<file path="config.mk">
export PLATFORM = sky130hd
export DESIGN_NAME = mux2_rr_arbiter
export DESIGN_NICKNAME = d
export VERILOG_FILES = /design/src/rtl/mux2_rr_arbiter.sv
export SDC_FILE = /design/constraint.sdc
export NUM_CORES = 1
export LEC_CHECK = 0
export BUFFER_PORTS_ARGS = -buffer_cell sky130_fd_sc_hd__buf_2
export CELL_PAD_IN_SITES_DETAIL_PLACEMENT = 0
export CELL_PAD_IN_SITES_GLOBAL_PLACEMENT = 1
export CORE_ASPECT_RATIO = 0.8
export CORE_MARGIN = 5
export CORE_UTILIZATION = 35
export CTS_CLUSTER_DIAMETER = 100
export CTS_CLUSTER_SIZE = 40
export DETAILED_ROUTE_END_ITERATION = 10
export GPL_TIMING_DRIVEN = 1
export HOLD_SLACK_MARGIN = 0.05
export PLACE_DENSITY = 0.8
export SYNTH_ARGS = -nofsm -noshare
export SYNTH_HDL_FRONTEND = slang
export SYNTH_SLANG_ARGS = --single-unit
</file>
<file path="constraint.sdc">
create_clock -name clk -period 1.9 [get_ports clk]
set_clock_uncertainty 0.1 [all_clocks]
set_input_delay 0.095 -clock clk [delete_from_list [all_inputs] [get_ports clk]]
set_output_delay 0.095 -clock clk [all_outputs]
set_load 0.01 [all_outputs]
</file>
<file path="src/rtl/mux2_rr_arbiter.sv">
// Two-source round-robin arbiter feeding a one-entry registered output stage.
// A source may hold the grant for up to BURST consecutive words while the other waits.
module mux2_rr_arbiter #(
  parameter int unsigned WIDTH = 4,
  parameter int unsigned BURST = 2
) (
  input  logic             clk,
  input  logic             rst_n,
  input  logic             x_valid,
  input  logic [WIDTH-1:0] x,
  output logic             x_ready,
  input  logic             y_valid,
  input  logic [WIDTH-1:0] y,
  output logic             y_ready,
  output logic             sel,
  output logic [WIDTH-1:0] output2,
  output logic             out_src,
  output logic             out_valid,
  input  logic             out_ready
);

  localparam int unsigned     CNT_W   = 4;
  localparam logic [CNT_W-1:0] CNT_MAX = '1;
  localparam logic [CNT_W-1:0] BURST_C = CNT_W'(BURST);

  typedef enum logic {
    EMPTY = 1'b0,
    FULL  = 1'b1
  } state_t;

  state_t             state;
  logic               last;
  logic [CNT_W-1:0]   cnt;

  logic               load_en;
  logic               winner;
  logic               xfer;

  // Arbitration: a lone requester wins; on a tie the last winner keeps the
  // grant until it has used up its burst allowance.
  always_comb begin
    load_en = (state == EMPTY) | out_ready;
    winner  = y_valid;
    if (x_valid && y_valid) begin
      winner = (cnt < BURST_C) ? last : ~last;
    end
    xfer = rst_n & load_en & (x_valid | y_valid);
  end

  assign x_ready   = xfer & ~winner;
  assign y_ready   = xfer & winner;
  assign sel       = xfer ? winner : last;
  assign out_valid = (state == FULL);

  // Output register, occupancy state and burst bookkeeping.
  always_ff @(posedge clk or negedge rst_n) begin
    if (!rst_n) begin
      state   <= EMPTY;
      output2 <= '0;
      out_src <= 1'b0;
      last    <= 1'b1;
      cnt     <= BURST_C;
    end else begin
      if (xfer) begin
        state <= FULL;
      end else if (out_ready) begin
        state <= EMPTY;
      end

      if (xfer) begin
        output2 <= sel ? y : x;
        out_src <= winner;
        if (winner == last) begin
          cnt <= (cnt == CNT_MAX) ? cnt : cnt + CNT_W'(1);
        end else begin
          cnt  <= CNT_W'(1);
          last <= winner;
        end
      end
    end
  end

endmodule

</file>
; ---- Word level (Yosys, flattened, before mapping)
; Cells that the tools add are included.
[word_totals]
register_bits = 11
wordCells = 32
input_bits = 13
out_inout_bits = 9
[op_classes]
muxes = 8
magnitude_cmp = 1
n_reduce_logical = 4
bitwise = 10
add_sub_neg = 1
n_eq_ne = 3
[ops]
columns = op, count
row1 = 4-bit two-way mux, 3
row2 = 1-bit two-way mux, 5
row3 = "4-bit by 1-bit adder with 4-bit output, second input constant", 1
row4 = 1-bit AND, 4
row5 = "4-bit equality test, second input constant", 1
row6 = "4-bit by 2-bit < comparator with 1-bit output, second input constant", 1
row7 = 1-bit inverter, 4
row8 = 2-bit AND reduction, 2
row9 = "2-bit inequality test, second input constant", 1
row10 = 1-bit bitwise OR, 2
row11 = 2-bit nonzero test, 1
row12 = 1-bit equality test, 1
row13 = 1-bit logical AND, 1

; ---- Depth between registers and ports, before layout
[logic_depth]
depth_word = 6
depth_mapped = 5
mapped_depth_nobuf = 4

; ---- Least setup slack after synthesis
; No wires, ideal clock.
[synth_path]
path_kind = register to output
startpoint = reg cnt[2]
endpoint = out sel
stages_incl_launch_ff = 6
path_slack_ns = 0.292
arrival_time_ns = 1.413
t_required_ns = 1.705
path_buffers = 1
path_cell_list = dfrtp_1 > buf_6 > o31a_1 > o21ai_4 > and3_4 > a21o_1
[synth_between]
elab_chain_len = 4
[synth_lines]
columns = element, line
row1 = "start, declared", 33  ; logic [CNT_W-1:0] cnt;
row2 = "start signal, assigned", 74  ; cnt <= (cnt == CNT_MAX) ? cnt : cnt + CNT_W'(1);
row3 = 4-bit by 2-bit < comparator with 1-bit output, 45  ; winner = (cnt < BURST_C) ? last : ~last;
row4 = 1-bit two-way mux, 45
row5 = 1-bit two-way mux, 44  ; if (x_valid && y_valid) begin
row6 = 1-bit two-way mux, 52  ; assign sel = xfer ? winner : last;
row7 = "end, declared", 15  ; output logic sel,
; Every way passes these cells.

; ---- Worst setup path in the final report
[layout_path]
startpoint = reg cnt[1]
endpoint = out sel
; The elaborated chain is that of the path after synthesis.

==> flow_summary_export.csv <==
group,metric,value,unit
clock_network,cts_tree,"built",
timing,report.final.hold_viol_count,0,
grt,grt.total_usage,0.124,
critical_path,critical_path.top_delay_family,"flip-flops",
floorplan,placementRows,13,
min_path,hold_path_class,"in -> reg",
power_and_ir_drop,total_leakage_power,0.445,nW
job,cap_violations,0,
drt,route.final.wire_length,1720,microns
grt,groute.layer.met3.usage,0.0608,
clock_network,numClockSinks,11,
logic_synthesis,synth_top_cells_by_count,"9 x dfrtp_1, 6 x nand3_1",
grt,global_route.usage.met1,0.147,
grt,first_pass_grt_wire_length,2440,microns
floorplan,floorplan.initialDensity,0.382,
floorplan,fp.coreArea,0.00168,sq mm
clock_network,cts_made_buffers,3,
grt,grt_start_max_net_pins,15,
drt,avgViaCountPerCell,5.14,
logic_synthesis,synth.net_count,76,
logic_synthesis,post-synth-top-count-cell,"dfrtp_1",
grt,grt_antenna_before_repair,0,
drt,dr.pass1.iters,4,
logic_synthesis,netlist_area,639,sq um
logic_synthesis,seq_area_frac_synth,0.434,
logic_synthesis,count_of_yosys_warnings_during_synthesis,0,
drt,antenna_violating_nets_left,0,
critical_path,crit_path_start,"cnt[1]",
finish,number_of_diodes,0,
logic_synthesis,netlist_top_cells_area,"dfrtp_1 35%, dfstp_2 8.2%, a21bo_2 6.3%, nand3_1 4.7%, a31oi_1 3.9%",
min_path,hp-start,"rst_n",
grt,gr-max-usage-layer,"met2",
drt,drc,0,
drt,via_count,627,
critical_path,critical_path.n_buffers_inverters,1,
drt,wl_per_cell,14.1,microns
logic_synthesis,synth-async-reset-ratio,1.00,
finish,post-route-util,0.552,
timing,finalCritPeriodShare,0.959,
place,dpl-instance-area,766,sq um
critical_path,timing.critical_path.slowest_stage_cell,"dfstp_2",
drt,detailedRoute.firstIterationViolations,11,
logic_synthesis,synth.distinct_cells,28,
clock_network,longest_clk_path_bufs,2,
timing,fin_setup_tns,0,ns
logic_synthesis,synth_area_leader_cell,"dfrtp_1",
logic_synthesis,synthDominantCellAreaShare,0.352,
timing,measured_slew_at_the_worst_slew_check_pin,0.294,ns
clock_network,insertion_delay,0.27,ns
power_and_ir_drop,vdd_drop_max,0.000661,V
critical_path,timing.critical_path.required,1.70,ns
timing,timing.fmax,549,MHz
logic_synthesis,dominantRegCellSynth,"dfrtp_1",
floorplan,die_width,57.8,microns
finish,multi_input_area,350,sq um
grt,grt_use_met2,0.178,
clock_network,root_buffer,"clkbuf_4",
logic_synthesis,syn-mean-instance-area,10.3,sq um
power_and_ir_drop,total_power,1.06,mW
critical_path,path_max_fanout,7,
timing,setup_repair_after_global_routing_missed_its_margin,"true",
critical_path,crit_path_start_kind,"flip-flop",
finish,synthToLayoutAreaGrowth,44.6,%
critical_path,worst_path_largest_cell_delay,0.62,ns
timing,maxSlewHeadroom,0.802,
critical_path,timing.critical_path.to_type,"primary output",
floorplan,die_area,0.00279,sq mm
place,placement.io_buffers,21,
floorplan,boundaryPins,22,
finish,share_of_post_route_cells_with_drive_strength_above_1,0.470,
timing,setup_viol,0,
logic_synthesis,synthCells,62,
critical_path,r2r_start,"cnt[2]",
logic_synthesis,postSynthRegisterBits,11,
place,place.gp.congestion,0.833,
grt,first_global_vias,572,
power_and_ir_drop,power_per_cell_area,1150,mW/mm^2
finish,layout.area.seq,280,sq um
floorplan,die_y,48.2,microns
timing,slew_viol_final,0,
timing,timing.final.crit_period,1.82,ns
place,post-dp-hpwl,1080,microns
critical_path,arrival,1.63,ns
finish,final_std_cell_area_no_fill,925,sq um
finish,num-nets-final,115,
critical_path,start_to_end_type_of_the_worst_setup_path,"reg -> out",
logic_synthesis,synth_edf_count,0,
clock_network,cts_htree_levels,1,
grt,grt-ovfl-total,0,
critical_path,cp_cell_sequence,"o31a_1 > o21ai_4 > and3_4 > a21o_1 > buf_2",
clock_network,worst_path_clk_slew,0.06,ns
finish,fillerInstances,156,
status,status,"finished, final reports clean",
-- per-stage QoR --
stage / instances / hold slack [ns] / setup slack [ns]
after global placement: 104 / -0.0507 / 0.197
after global routing: 122 / 0.0759 / -0.0111
after CTS: 116 / 0.0614 / 0.00523
after detailed placement: 104 / -0.0583 / 0.187
final: 122 / 0.0592 / 0.0785
after floorplan: 62 / -0.301 / 0.292
-- area by class of cell --
class / count / area share
Multi-Input combinational cell: 48 / 0.379
Timing Repair Buffer: 37 / 0.260
Clock buffer: 4 / 0.0284
Tap cell: 22 / 0.0298
Sequential cell: 11 / 0.303
-- power by group --
part | switching (mW) | internal, mW
clock | 0.0739 | 0.0812
sequential | 0.0949 | 0.322
combinational | 0.227 | 0.261
total | 0.396 | 0.664
-- worst paths after layout --
| kind | endpoint | slack, ns | cells past startpoint |
|---|---|---|---|
| setup / recovery | sel | 0.08 | 5 |
| hold / removal | out_valid | 0.06 | 3 |
| setup reg to reg | cnt[1] | 0.17 | 5 |
| hold reg to reg | out_src | 0.39 | 1 |
| max in group asynchronous | cnt[1] | 1.28 | 3 |
| min in group asynchronous | cnt[3] | 0.19 | 3 |
-- placed cells by master, fill, tap and decap left out, types with 2 or more instances in the layout --
cell,instances
a21bo_2,4
a21o_1,3
a21oi_1,4
a31oi_1,4
buf_2,21
buf_4,10
clkbuf_4,3
dfrtp_1,7
dfrtp_2,2
dfstp_2,2
dlygate4sd3_1,6
nand2_1,2
nand2b_1,3
nand3_1,6
nor2_1,4
o21ai_0,3
-- state kept, by name, indices dropped and copies added (netlist names) --
| register | flops |
|---|---|
| cnt | 4 |
| out_src | 1 |
| out_valid | 1 |
| last | 1 |
| output2 | 4 |
-- logic make-up after synthesis --
kind of cell / Yosys count / synth area share
compound gates: 24 / 0.290
fa+ha+maj: 1 / 0.0196
buf+inv: 3 / 0.0333
flops: 11 / 0.434
mux: 1 / 0.0157
simple gates: 22 / 0.207
-- worst reg2reg max path, cell delays in order, from the launching register on --
cell and delay [ns]:
dfrtp_2 0.44, buf_4 0.17, o311a_1 0.36, nor3_2 0.24
and3_1 0.23, a22o_1 0.14
-- per-layer routing --
metal | wire, microns | share of wire
met1 | 772 | 0.45
met2 | 802 | 0.47
met3 | 92 | 0.053
met4 | 53 | 0.031
met5 | 0 | 0
-- timing repair --
item | 4_1_cts | 5_1_grt
cloned | 0 | 0
gates resized for setup | 1 | 3
setup buffers | 2 | 6
pin swaps | 1 | 1
endpoints found under the hold margin | 16 | 0
setup endpoints to repair | 2 | 3
hold buffers | 6 | 0
No activity file was read; power rests on OpenSTA's default activity.
